File: src/rtl/poly1305_mac_ctrl_pkg.sv
// Shared widths, constants, FSM encoding and the final-reduction helper for the
// Poly1305 MAC controller.
package poly1305_mac_ctrl_pkg;

   localparam int ACC_W       = 130;
   localparam int M_W         = 129;
   localparam int BLOCK_BYTES = 16;

   localparam logic [ACC_W-1:0] P            = {ACC_W{1'b1}} - ACC_W'(4);
   localparam logic [127:0]     R_CLAMP_MASK = 128'h0ffffffc_0ffffffc_0ffffffc_0fffffff;

   typedef enum logic [2:0] {
      IDLE,
      WAIT_MSG,
      ISSUE,
      WAIT_PB,
      FINAL,
      TAG
   } state_t;

   // acc is below 2^130, so a single conditional subtract of P fully reduces it.
   function automatic logic [127:0] final_tag(input logic [ACC_W-1:0] acc,
                                              input logic [127:0]     s);
      logic [ACC_W-1:0] red;
      red = (acc >= P) ? acc - P : acc;
      return red[127:0] + s;
   endfunction

endpackage

File: src/rtl/poly1305_mac_ctrl_if.sv
// Host-side key, message-block and tag streams of the MAC controller.
// Valid/ready on every stream; the controller is the slave.
interface poly1305_mac_ctrl_if;

   logic         key_valid;
   logic [255:0] key;
   logic         key_ready;

   logic         msg_valid;
   logic [127:0] msg_data;
   logic [4:0]   msg_bytes;
   logic         msg_last;
   logic         msg_ready;

   logic         tag_valid;
   logic [127:0] tag;
   logic         tag_ready;

   modport master (
      output key_valid, key, msg_valid, msg_data, msg_bytes, msg_last, tag_ready,
      input  key_ready, msg_ready, tag_valid, tag
   );

   modport slave (
      input  key_valid, key, msg_valid, msg_data, msg_bytes, msg_last, tag_ready,
      output key_ready, msg_ready, tag_valid, tag
   );

endinterface

File: src/rtl/poly1305_mac_ctrl_msg_pad.sv
// Pads a message block: keeps the low n bytes, sets bit 8n, clears the rest.
// Purely combinational; bad_len flags a byte count above one block.
module poly1305_msg_pad
   import poly1305_mac_ctrl_pkg::*;
(
   input  logic [127:0]   data,
   input  logic [4:0]     bytes,
   output logic [M_W-1:0] m,
   output logic           bad_len
);

   assign bad_len = (bytes > 5'(BLOCK_BYTES));

   always_comb begin
      m = '0;
      for (int k = 0; k < BLOCK_BYTES; k++) begin
         if (5'(k) < bytes) begin
            m[8*k +: 8] = data[8*k +: 8];
         end
      end
      if (!bad_len) begin
         m[{bytes, 3'b000}] = 1'b1;
      end
   end

endmodule

File: src/rtl/poly1305_mac_ctrl.sv
// Sequences one Poly1305 MAC around an external multiply/reduce core; owns acc.
// Tag valid two cycles after the last core done; tag held until consumed.
module poly1305_mac_ctrl
   import poly1305_mac_ctrl_pkg::*;
#(
   parameter int WDOG_CYCLES = 1024
)
(
   input  logic                  clk,
   input  logic                  rst_ni,
   poly1305_mac_ctrl_if.slave    host,
   output logic                  pb_start_o,
   output logic [127:0]          pb_r_o,
   output logic [M_W-1:0]        pb_m_o,
   output logic [ACC_W-1:0]      pb_a_o,
   input  logic [ACC_W-1:0]      pb_a_i,
   input  logic                  pb_done_i,
   output logic                  busy_o,
   output logic                  err_o
);

   localparam int WD_W = $clog2(WDOG_CYCLES) + 1;

   state_t             state;
   logic [127:0]       r;
   logic [127:0]       s;
   logic [ACC_W-1:0]   acc;
   logic [M_W-1:0]     m;
   logic               last;
   logic [WD_W-1:0]    wdog;
   logic               key_rdy;
   logic               msg_rdy;
   logic               pb_start;
   logic               tag_vld;
   logic [127:0]       tag;
   logic               err;

   logic [M_W-1:0]     pad_m;
   logic               bad_len;

   poly1305_msg_pad u_pad (
      .data    (host.msg_data),
      .bytes   (host.msg_bytes),
      .m       (pad_m),
      .bad_len (bad_len)
   );

   always_ff @(posedge clk or negedge rst_ni) begin
      if (!rst_ni) begin
         state    <= IDLE;
         r        <= '0;
         s        <= '0;
         acc      <= '0;
         m        <= '0;
         last     <= 1'b0;
         wdog     <= '0;
         key_rdy  <= 1'b0;
         msg_rdy  <= 1'b0;
         pb_start <= 1'b0;
         tag_vld  <= 1'b0;
         tag      <= '0;
         err      <= 1'b0;
      end else begin
         pb_start <= 1'b0;
         case (state)
            IDLE: begin
               key_rdy <= 1'b1;
               if (host.key_valid && key_rdy) begin
                  r       <= host.key[127:0] & R_CLAMP_MASK;
                  s       <= host.key[255:128];
                  acc     <= '0;
                  err     <= 1'b0;
                  key_rdy <= 1'b0;
                  msg_rdy <= 1'b1;
                  state   <= WAIT_MSG;
               end
            end
            WAIT_MSG: begin
               if (host.msg_valid && msg_rdy) begin
                  msg_rdy <= 1'b0;
                  last    <= host.msg_last;
                  if (host.msg_bytes == '0 && host.msg_last) begin
                     state <= FINAL;
                  end else if (bad_len ||
                               (host.msg_bytes < 5'(BLOCK_BYTES) && !host.msg_last)) begin
                     // Only the final block may be short; anything else aborts.
                     err     <= 1'b1;
                     key_rdy <= 1'b1;
                     state   <= IDLE;
                  end else begin
                     m        <= pad_m;
                     pb_start <= 1'b1;
                     state    <= ISSUE;
                  end
               end
            end
            ISSUE: begin
               wdog  <= '0;
               state <= WAIT_PB;
            end
            WAIT_PB: begin
               if (pb_done_i) begin
                  acc <= pb_a_i;
                  if (last) begin
                     state <= FINAL;
                  end else begin
                     msg_rdy <= 1'b1;
                     state   <= WAIT_MSG;
                  end
               end else if (wdog == WD_W'(WDOG_CYCLES - 1)) begin
                  err     <= 1'b1;
                  key_rdy <= 1'b1;
                  state   <= IDLE;
               end else begin
                  wdog <= wdog + 1'b1;
               end
            end
            FINAL: begin
               tag     <= final_tag(acc, s);
               tag_vld <= 1'b1;
               state   <= TAG;
            end
            TAG: begin
               if (host.tag_ready && tag_vld) begin
                  tag_vld <= 1'b0;
                  key_rdy <= 1'b1;
                  state   <= IDLE;
               end
            end
            default: state <= IDLE;
         endcase
      end
   end

   assign host.key_ready = key_rdy;
   assign host.msg_ready = msg_rdy;
   assign host.tag_valid = tag_vld;
   assign host.tag       = tag;

   assign pb_start_o = pb_start;
   assign pb_r_o     = r;
   assign pb_m_o     = m;
   assign pb_a_o     = acc;
   assign busy_o     = (state != IDLE);
   assign err_o      = err;

endmodule

File: src/flat_wrapper.sv
// flat-port wrapper written by rule: the top's interface ports become plain ports
module poly1305_mac_ctrl_flat import poly1305_mac_ctrl_pkg::*;
#(
   parameter int WDOG_CYCLES = 1024
)
  (clk, rst_ni, pb_start_o, pb_r_o, pb_m_o, pb_a_o, pb_a_i, pb_done_i, busy_o, err_o, host_key_valid, host_key, host_msg_valid, host_msg_data, host_msg_bytes, host_msg_last, host_tag_ready, host_key_ready, host_msg_ready, host_tag_valid, host_tag);
  poly1305_mac_ctrl_if host_i ();
  input  logic clk;
  input  logic rst_ni;
  output logic pb_start_o;
  output logic [127:0] pb_r_o;
  output logic [M_W-1:0] pb_m_o;
  output logic [ACC_W-1:0] pb_a_o;
  input  logic [ACC_W-1:0] pb_a_i;
  input  logic pb_done_i;
  output logic busy_o;
  output logic err_o;
  input wire logic [$bits(host_i.key_valid)-1:0] host_key_valid;
  input wire logic [$bits(host_i.key)-1:0] host_key;
  input wire logic [$bits(host_i.msg_valid)-1:0] host_msg_valid;
  input wire logic [$bits(host_i.msg_data)-1:0] host_msg_data;
  input wire logic [$bits(host_i.msg_bytes)-1:0] host_msg_bytes;
  input wire logic [$bits(host_i.msg_last)-1:0] host_msg_last;
  input wire logic [$bits(host_i.tag_ready)-1:0] host_tag_ready;
  output wire logic [$bits(host_i.key_ready)-1:0] host_key_ready;
  output wire logic [$bits(host_i.msg_ready)-1:0] host_msg_ready;
  output wire logic [$bits(host_i.tag_valid)-1:0] host_tag_valid;
  output wire logic [$bits(host_i.tag)-1:0] host_tag;
  assign host_i.key_valid = host_key_valid;
  assign host_i.key = host_key;
  assign host_i.msg_valid = host_msg_valid;
  assign host_i.msg_data = host_msg_data;
  assign host_i.msg_bytes = host_msg_bytes;
  assign host_i.msg_last = host_msg_last;
  assign host_i.tag_ready = host_tag_ready;
  assign host_key_ready = host_i.key_ready;
  assign host_msg_ready = host_i.msg_ready;
  assign host_tag_valid = host_i.tag_valid;
  assign host_tag = host_i.tag;
  poly1305_mac_ctrl #(.WDOG_CYCLES(WDOG_CYCLES)) u_core (.clk(clk), .rst_ni(rst_ni), .host(host_i), .pb_start_o(pb_start_o), .pb_r_o(pb_r_o), .pb_m_o(pb_m_o), .pb_a_o(pb_a_o), .pb_a_i(pb_a_i), .pb_done_i(pb_done_i), .busy_o(busy_o), .err_o(err_o));
endmodule
File: config.mk
export PLATFORM = sky130hd
export DESIGN_NAME = poly1305_mac_ctrl_flat
export DESIGN_NICKNAME = d
export VERILOG_FILES = /design/src/rtl/poly1305_mac_ctrl_pkg.sv /design/src/rtl/poly1305_mac_ctrl_if.sv /design/src/rtl/poly1305_mac_ctrl_msg_pad.sv /design/src/rtl/poly1305_mac_ctrl.sv /design/src/flat_wrapper.sv
export SDC_FILE = /design/constraint.sdc
export NUM_CORES = 1
export LEC_CHECK = 0
export BUFFER_PORTS_ARGS = -buffer_cell sky130_fd_sc_hd__buf_2
export CAP_MARGIN = 5
export CELL_PAD_IN_SITES_DETAIL_PLACEMENT = 0
export CELL_PAD_IN_SITES_GLOBAL_PLACEMENT = 1
export CORE_AREA = 2 2 403 405
export DETAILED_ROUTE_END_ITERATION = 10
export DIE_AREA = 0 0 405 407
export GPL_TIMING_DRIVEN = 1
export PLACE_DENSITY = 0.49
export SLEW_MARGIN = 10
export SYNTH_ARGS = -nofsm -noshare
export SYNTH_HDL_FRONTEND = slang
export SYNTH_SLANG_ARGS = --single-unit
File: constraint.sdc
create_clock -name clk -period 6.8 [get_ports clk]
set_clock_uncertainty 0.2 [all_clocks]
set_input_delay 2.04 -clock clk [delete_from_list [all_inputs] [get_ports clk]]
set_output_delay 2.04 -clock clk [all_outputs]
set_load 0.02 [all_outputs]
== Yosys cells after proc, flatten, opt, wreduce, memory -nomap -nowiden ==
Cells that the tools add are included.

* Add/subtract/negate cells: 3
* $lt $le $gt $ge: 21
* Eq/ne operators: 17
* Muxes and demuxes: 56
* Bitwise logic cells: 3
* Reduce and logical (&&, ||, !) cells: 26

{| class="wikitable"
|+ Operators with widths
! cell !! number
|-
| two-way mux 130 bit || 2
|-
| one-hot mux 130 bit (2 select lines) || 1
|-
| >= comparator 130 bit, second input constant || 1
|-
| two-way mux 129 bit || 1
|-
| bitwise OR 128 x 129 -> 129 bit || 1
|-
| adder 128 bit || 1
|-
| two-way mux 128 bit || 1
|-
| two-way mux 8 bit || 16
|-
| subtractor 128 bit, second input constant || 1
|-
| less-than comparator 4 x 5 -> 1 bit, first input constant || 8
|-
| two-way mux 11 bit || 2
|-
| one-hot mux 11 bit (2 select lines) || 1
|-
| two-way mux 3 bit || 7
|-
| less-than comparator 3 x 5 -> 1 bit, first input constant || 4
|-
| two-way mux 1 bit || 18
|-
| one-hot mux 3 bit (6 select lines) || 1
|-
| AND reduction 7 bit || 2
|-
| adder 11 x 1 -> 11 bit, second input constant || 1
|-
| == test 11 x 10 -> 1 bit, second input constant || 1
|-
| less-than comparator 1 x 5 -> 1 bit, first input constant || 2
|-
| less-than comparator 2 x 5 -> 1 bit, first input constant || 2
|-
| != test 2 x 1 -> 1 bit, second input constant || 5
|-
| != test 2 bit, second input constant || 5
|-
| less-than comparator 8 x 9 -> 1 bit, second input constant || 1
|-
| other kinds (25) || 41
|}

* Flip-flop bits (word level): 641
* Input bits: 526
* Output and inout bits: 521
* Logic and storage cells: 139

== Longest topological paths before layout ==
* Depth in word-level cells: 7
* Mapped depth: 21

== By module ==
From an unflattened synthesis, not the netlist that was laid out.

* Cell total of the unflattened synthesis: 3621
* Area, all modules: 35231.3 um^2

{| class="wikitable"
|+ By module, submodules not included
! module !! times used !! cells an instance !! area each (um^2) !! seq. area each (um^2)
|-
| poly1305_mac_ctrl || 1 || 3430 || 34037.6 || 16040.4
|-
| poly1305_msg_pad || 1 || 191 || 1193.6 || 0.0
|}

== Worst setup path before layout ==
Ideal clock, no wire load.

* Path type: flip-flop to flip-flop
* From: register u_core.acc[0] (netlist: u_core.pb_a_o[0])
* To: register u_core.tag[117] (netlist: u_core.host.tag[117])
* Arrival time: 5.074 ns
* Required time: 6.530 ns
* Slack: 1.456 ns
* Cell stages (with the launch flop): 22
* Path through: dfrtp_1 -> ha_1 -> o211ai_1 -> nor4_1 -> nand4_1 -> or4_1 -> nor2_1 -> clkbuf_1 -> nor2b_1 -> ha_1 -> buf_2 -> nand3_1 -> nor4_1 -> a221oi_2 -> o41ai_2 -> and4b_1 -> o2111ai_1 -> nand2_1 -> a221o_2 -> a311oi_4 -> or4_1 -> nand3b_1

* Word-level cells in the longest chain between the ends: 3
* Elaborated cells between the ends (all ways): 4
* Classes of those cells: 2 x add/sub; 1 x order compare; 1 x mux

{| class="wikitable"
|+ Ends and longest elaborated chain
! item !! RTL line !! text
|-
| from (decl) || poly1305_mac_ctrl.sv:27 || <nowiki>logic [ACC_W-1:0] acc;</nowiki>
|-
| from (signal assigned) || poly1305_mac_ctrl.sv:103 || <nowiki>acc <= pb_a_i;</nowiki>
|-
| subtractor 128 bit / >= comparator 130 bit (equally long branches) || poly1305_mac_ctrl_pkg.sv:25 || <nowiki>red = (acc >= P) ? acc - P : acc;</nowiki>
|-
| two-way mux 128 bit (*) || poly1305_mac_ctrl_pkg.sv:25 ||
|-
| adder 128 bit (*) || poly1305_mac_ctrl_pkg.sv:26 || <nowiki>return red[127:0] + s;</nowiki>
|-
| to (signal assigned) || poly1305_mac_ctrl.sv:119 || <nowiki>tag <= final_tag(acc, s);</nowiki>
|-
| to (decl) || poly1305_mac_ctrl.sv:35 || <nowiki>logic [127:0] tag;</nowiki>
|}

Every way passes the cells marked *; elsewhere a longest branch is shown, timed or not.
A chain may end at the register's enable or synchronous reset.

== Worst setup path in the final report ==
* From: register u_core.acc[33] (netlist: u_core.pb_a_o[33])
* To: register u_core.tag[122] (netlist: u_core.host.tag[122])

The elaborated chain is that of the path after synthesis.

==> impl_metrics.json <==
{
  "grt_pass1_wl_mm": 259,
  "top_level_ports": 1047,
  "worst-path-max-fanout": 11,
  "grt_most_used_layer": "met2",
  "vdd_ir_drop_max_mv": 0.229,
  "total_power_divided_by_cell_area_mw_per_mm2": 483,
  "gp_congestion": 0.902,
  "worst_r2r_dst": "u_core.host.tag[122]",
  "cts-hold-fix-buffers": 0,
  "clock-sinks": 641,
  "cts-buffers-inserted": 84,
  "grt.met3_usage_pct": 5.51,
  "grt.met1_usage_pct": 27.3,
  "min_path_cells": 2,
  "period_minus_slack_ps": 6560,
  "worst_setup_path_end_kind": "flop",
  "globalRouteOverflowTotal": 0,
  "layout.cells.most_common_list": "sky130_fd_sc_hd__buf_2 (1,001), sky130_fd_sc_hd__nand2_1 (807), sky130_fd_sc_hd__dfrtp_1 (638), sky130_fd_sc_hd__buf_4 (587), sky130_fd_sc_hd__o21ai_0 (384)",
  "ys.warnings.count": 0,
  "max_slew_margin_pct": 28.3,
  "mappedNetlistArea_mm2": 0.0344,
  "yosys.cell_types.count": 84,
  "finalInstanceArea_mm2": 0.0488,
  "regToRegSetupSlack_ps": 240,
  "synthesis.area_per_instance_um2": 9.14,
  "placement_rows": 147,
  "worst_hold_startpoint": "u_core.pb_m_o[115]",
  "tritoncts": "built",
  "drt.antenna.violating_nets": 0,
  "cts-root-to-sink-buffers": 3,
  "detail_route.iter0.violations": 1971,
  "path_cells": "nand4_1 -> nor4_4 -> buf_4 -> nand4_1 -> or4_4 -> buf_4 -> buf_12 -> and2_1 -> ha_1 -> and2_1 -> a221oi_1 -> buf_4 -> a2111oi_4 -> o211ai_1 -> a311oi_2 -> buf_4 -> o31ai_2 -> o211ai_2 -> buf_4 -> buf_4 -> a21oi_1 -> o221ai_1 -> xnor2_1 -> o21ai_0",
  "floorplan.die.width_um": 405,
  "drt_wirelength_mm": 187,
  "criticalPathCategory": "flop to flop",
  "hold_violations": 0,
  "critPathArrivalTime_ps": 6920,
  "max-cap-violations": 0,
  "final_critical_path_setup_slack_ps": 237,
  "grt.met2_usage_pct": 37.9,
  "critical_path.slowest_cell": "sky130_fd_sc_hd__or4_4",
  "postSynthCellCount": 3763,
  "core_region_area_mm2": 0.160,
  "die-area_mm2": 0.165,
  "worst_slew_pin_slew_ps": 1070,
  "power.total_mw": 23.6,
  "final_layout_size_suffix_gt1_share_pct": 38.1,
  "hold_class": "flop to flop",
  "drt-vias-per-instance": 4.52,
  "utilization_after_layout_pct": 30.5,
  "postSynthRegisterBits": 641,
  "insertion_delay_ps": 700,
  "finish.net_count": 5893,
  "final-max-slew-violation-count": 0,
  "hpwlAfterDp_mm": 153,
  "clock_tree.root_cell": "sky130_fd_sc_hd__clkbuf_16",
  "layout.cells.non_filler": 7473,
  "grt_pass1_vias": 34100,
  "timing.rr.start": "u_core.pb_a_o[33]",
  "drc_violations_left": 0,
  "startpoint_type": "flop",
  "reg2reg_depth": 24,
  "area_overhead_vs_synth_pct": 42.0,
  "layout_commonest_cell": "sky130_fd_sc_hd__buf_2",
  "period_share_pct": 96.5,
  "placed_instances": 7306,
  "grt.total_usage_pct": 22.0,
  "drt-pass1-iter-count": 7,
  "start_util_pct": 21.5,
  "setup-violations-final": 0,
  "ctsHtreeMaxLevel": 3,
  "largest_net_degree_at_the_start_of_global_routing": 143,
  "detailed_place.area_mm2": 0.0459,
  "power.leakage_nw": 24.2,
  "hold_path_endpoint": "u_core.pb_m_o[115]",
  "detailroute.via_count": 33800,
  "pre_cts_slack_ps": -647,
  "timing.fmax_ghz": 0.152,
  "required_ps": 7160,
  "synth_top_flop_cell": "sky130_fd_sc_hd__dfrtp_1",
  "avgRoutedWirePerCell_um": 25.0,
  "synth-seq-area-share_pct": 46.6,
  "outcome": "complete, no violations",
  "crit_top_cell": "sky130_fd_sc_hd__buf_4",
  "critical-path-max-stage-delay_ps": 630,
  "synth_async_reset_ratio_pct": 100,
  "place.port_buffers": 1002,
  "chipHeight_um": 407,
  "fillerInstances": 17500,
  "path_clk_slew_ps": 70,
  "synth_edf_count": 0,
  "antenna_found_initial": 77
}
-- repair_timing --
| item | 4_1_cts | 5_1_grt |
|---|---|---|
| gates resized for setup | 8 | 9 |
| pin swaps | 0 | 7 |
| setup endpoints to repair | 52 | 15 |
| setup buffers | 0 | 1 |
-- layout make-up --
class | count | area [um^2] | share of cell area [%]
antenna | 16 | 40.0 | 0.0820
clock buffer | 117 | 2340 | 4.78
clock inverter | 33 | 405 | 0.830
inverter | 50 | 190 | 0.390
multi-input combinational | 2851 | 17400 | 35.6
sequential | 641 | 16000 | 32.9
tap | 2160 | 2700 | 5.54
timing repair buffer | 1605 | 9740 | 20.0
-- sequential cells by signal (all words and copies together), names as in the netlist --
signal and flops:
u_core.host.tag 128, u_core.host.tag_valid 1, u_core.host.msg_ready 1, u_core.host.key_ready 1
u_core.pb_m_o 129, u_core.pb_start_o 1, u_core.wdog 11, u_core.pb_r_o 106
u_core.pb_a_o 130, u_core.err_o 1, u_core.s 128, u_core.state 3
u_core.last 1
-- worst max-delay path by stage --
stage                                  from              endpoint  slack [ps]  cells after the start
after CTS                  u_core.pb_a_o[6]   u_core.host.tag[95]          70                     26
after global placement     u_core.pb_a_o[6]  u_core.host.tag[122]        -650                     24
after detailed placement   u_core.pb_a_o[6]  u_core.host.tag[126]        -650                     24
after global routing      u_core.pb_a_o[33]  u_core.host.tag[126]         -10                     24
final                     u_core.pb_a_o[33]  u_core.host.tag[122]         240                     24
after floorplan            u_core.pb_a_o[0]  u_core.host.tag[117]        1460                     21
-- cells by family (layout without fill, tap and decap cells) --
kind of cell | after synthesis | in the layout | synth area share [%]
and+or+nand+nor | 1488 | 1488 | 19.5
AOI/OAI and AO/OA | 842 | 842 | 14.5
DFF | 641 | 641 | 46.6
buffers and inverters | 292 | 1805 | 3.47
muxes | 241 | 241 | 7.88
adders and majority gates | 134 | 134 | 4.90
xor gates and xnor gates | 124 | 124 | 3.16
other | 1 | 38 | 0.0109
-- synth_stat cells (22+ instances only) --
| cell | count | area, um^2 |
|---|---|---|
| sky130_fd_sc_hd__nand2_1 | 808 | 3030 |
| sky130_fd_sc_hd__dfrtp_1 | 641 | 16000 |
| sky130_fd_sc_hd__o21ai_0 | 384 | 1920 |
| sky130_fd_sc_hd__mux2_2 | 239 | 2690 |
| sky130_fd_sc_hd__clkbuf_1 | 203 | 762 |
| sky130_fd_sc_hd__a21oi_1 | 201 | 1010 |
| sky130_fd_sc_hd__nor2_1 | 165 | 619 |
| sky130_fd_sc_hd__nand3_1 | 148 | 741 |
| sky130_fd_sc_hd__ha_1 | 133 | 1660 |
| sky130_fd_sc_hd__nand4_1 | 105 | 657 |
| sky130_fd_sc_hd__nor2b_1 | 73 | 457 |
| sky130_fd_sc_hd__and2_1 | 69 | 432 |
| sky130_fd_sc_hd__xnor2_1 | 68 | 596 |
| sky130_fd_sc_hd__xor2_1 | 56 | 490 |
| sky130_fd_sc_hd__a21o_1 | 55 | 413 |
| sky130_fd_sc_hd__inv_1 | 49 | 184 |
| sky130_fd_sc_hd__o21bai_1 | 35 | 263 |
| sky130_fd_sc_hd__nor3_1 | 30 | 150 |
| sky130_fd_sc_hd__nor4_1 | 23 | 144 |
| sky130_fd_sc_hd__buf_4 | 22 | 165 |
-- per-stage QoR --
step / hold WS [ps] / setup TNS [ps]
after floorplan: 281 / 0
after global placement: 247 / -11720
after detailed placement: 250 / -11350
after CTS: 263 / 0
after global routing: 285 / -26.7
final: 257 / 0
-- critical path, delay by kind of cell (launching register included) --
family / cells / cell delay (ps)
DFF: 1 / 450
AOI/OAI and AO/OA: 9 / 2310
adders and majority gates: 1 / 290
xor gates and xnor gates: 1 / 200
buffers and inverters: 7 / 1180
and+or+nand+nor: 6 / 1770
-- where the power goes --
part           internal (mW)  switching (mW)  total [mW]
Combinational           4.82            7.63        12.4
Clock                   2.61            1.92        4.53
Sequential              5.46            1.13        6.59
Total                   12.9            10.7        23.6
-- metal layers --
metal | vias to the layer above | part of all wire (%)
met2 | 1018 | 49
met3 | 263 | 6.8
met1 | 16400 | 42
li1 | 16100 | -
met5 | - | 0.24
met4 | 70 | 2.4
Note: power is estimated with default switching activity, not from simulation.
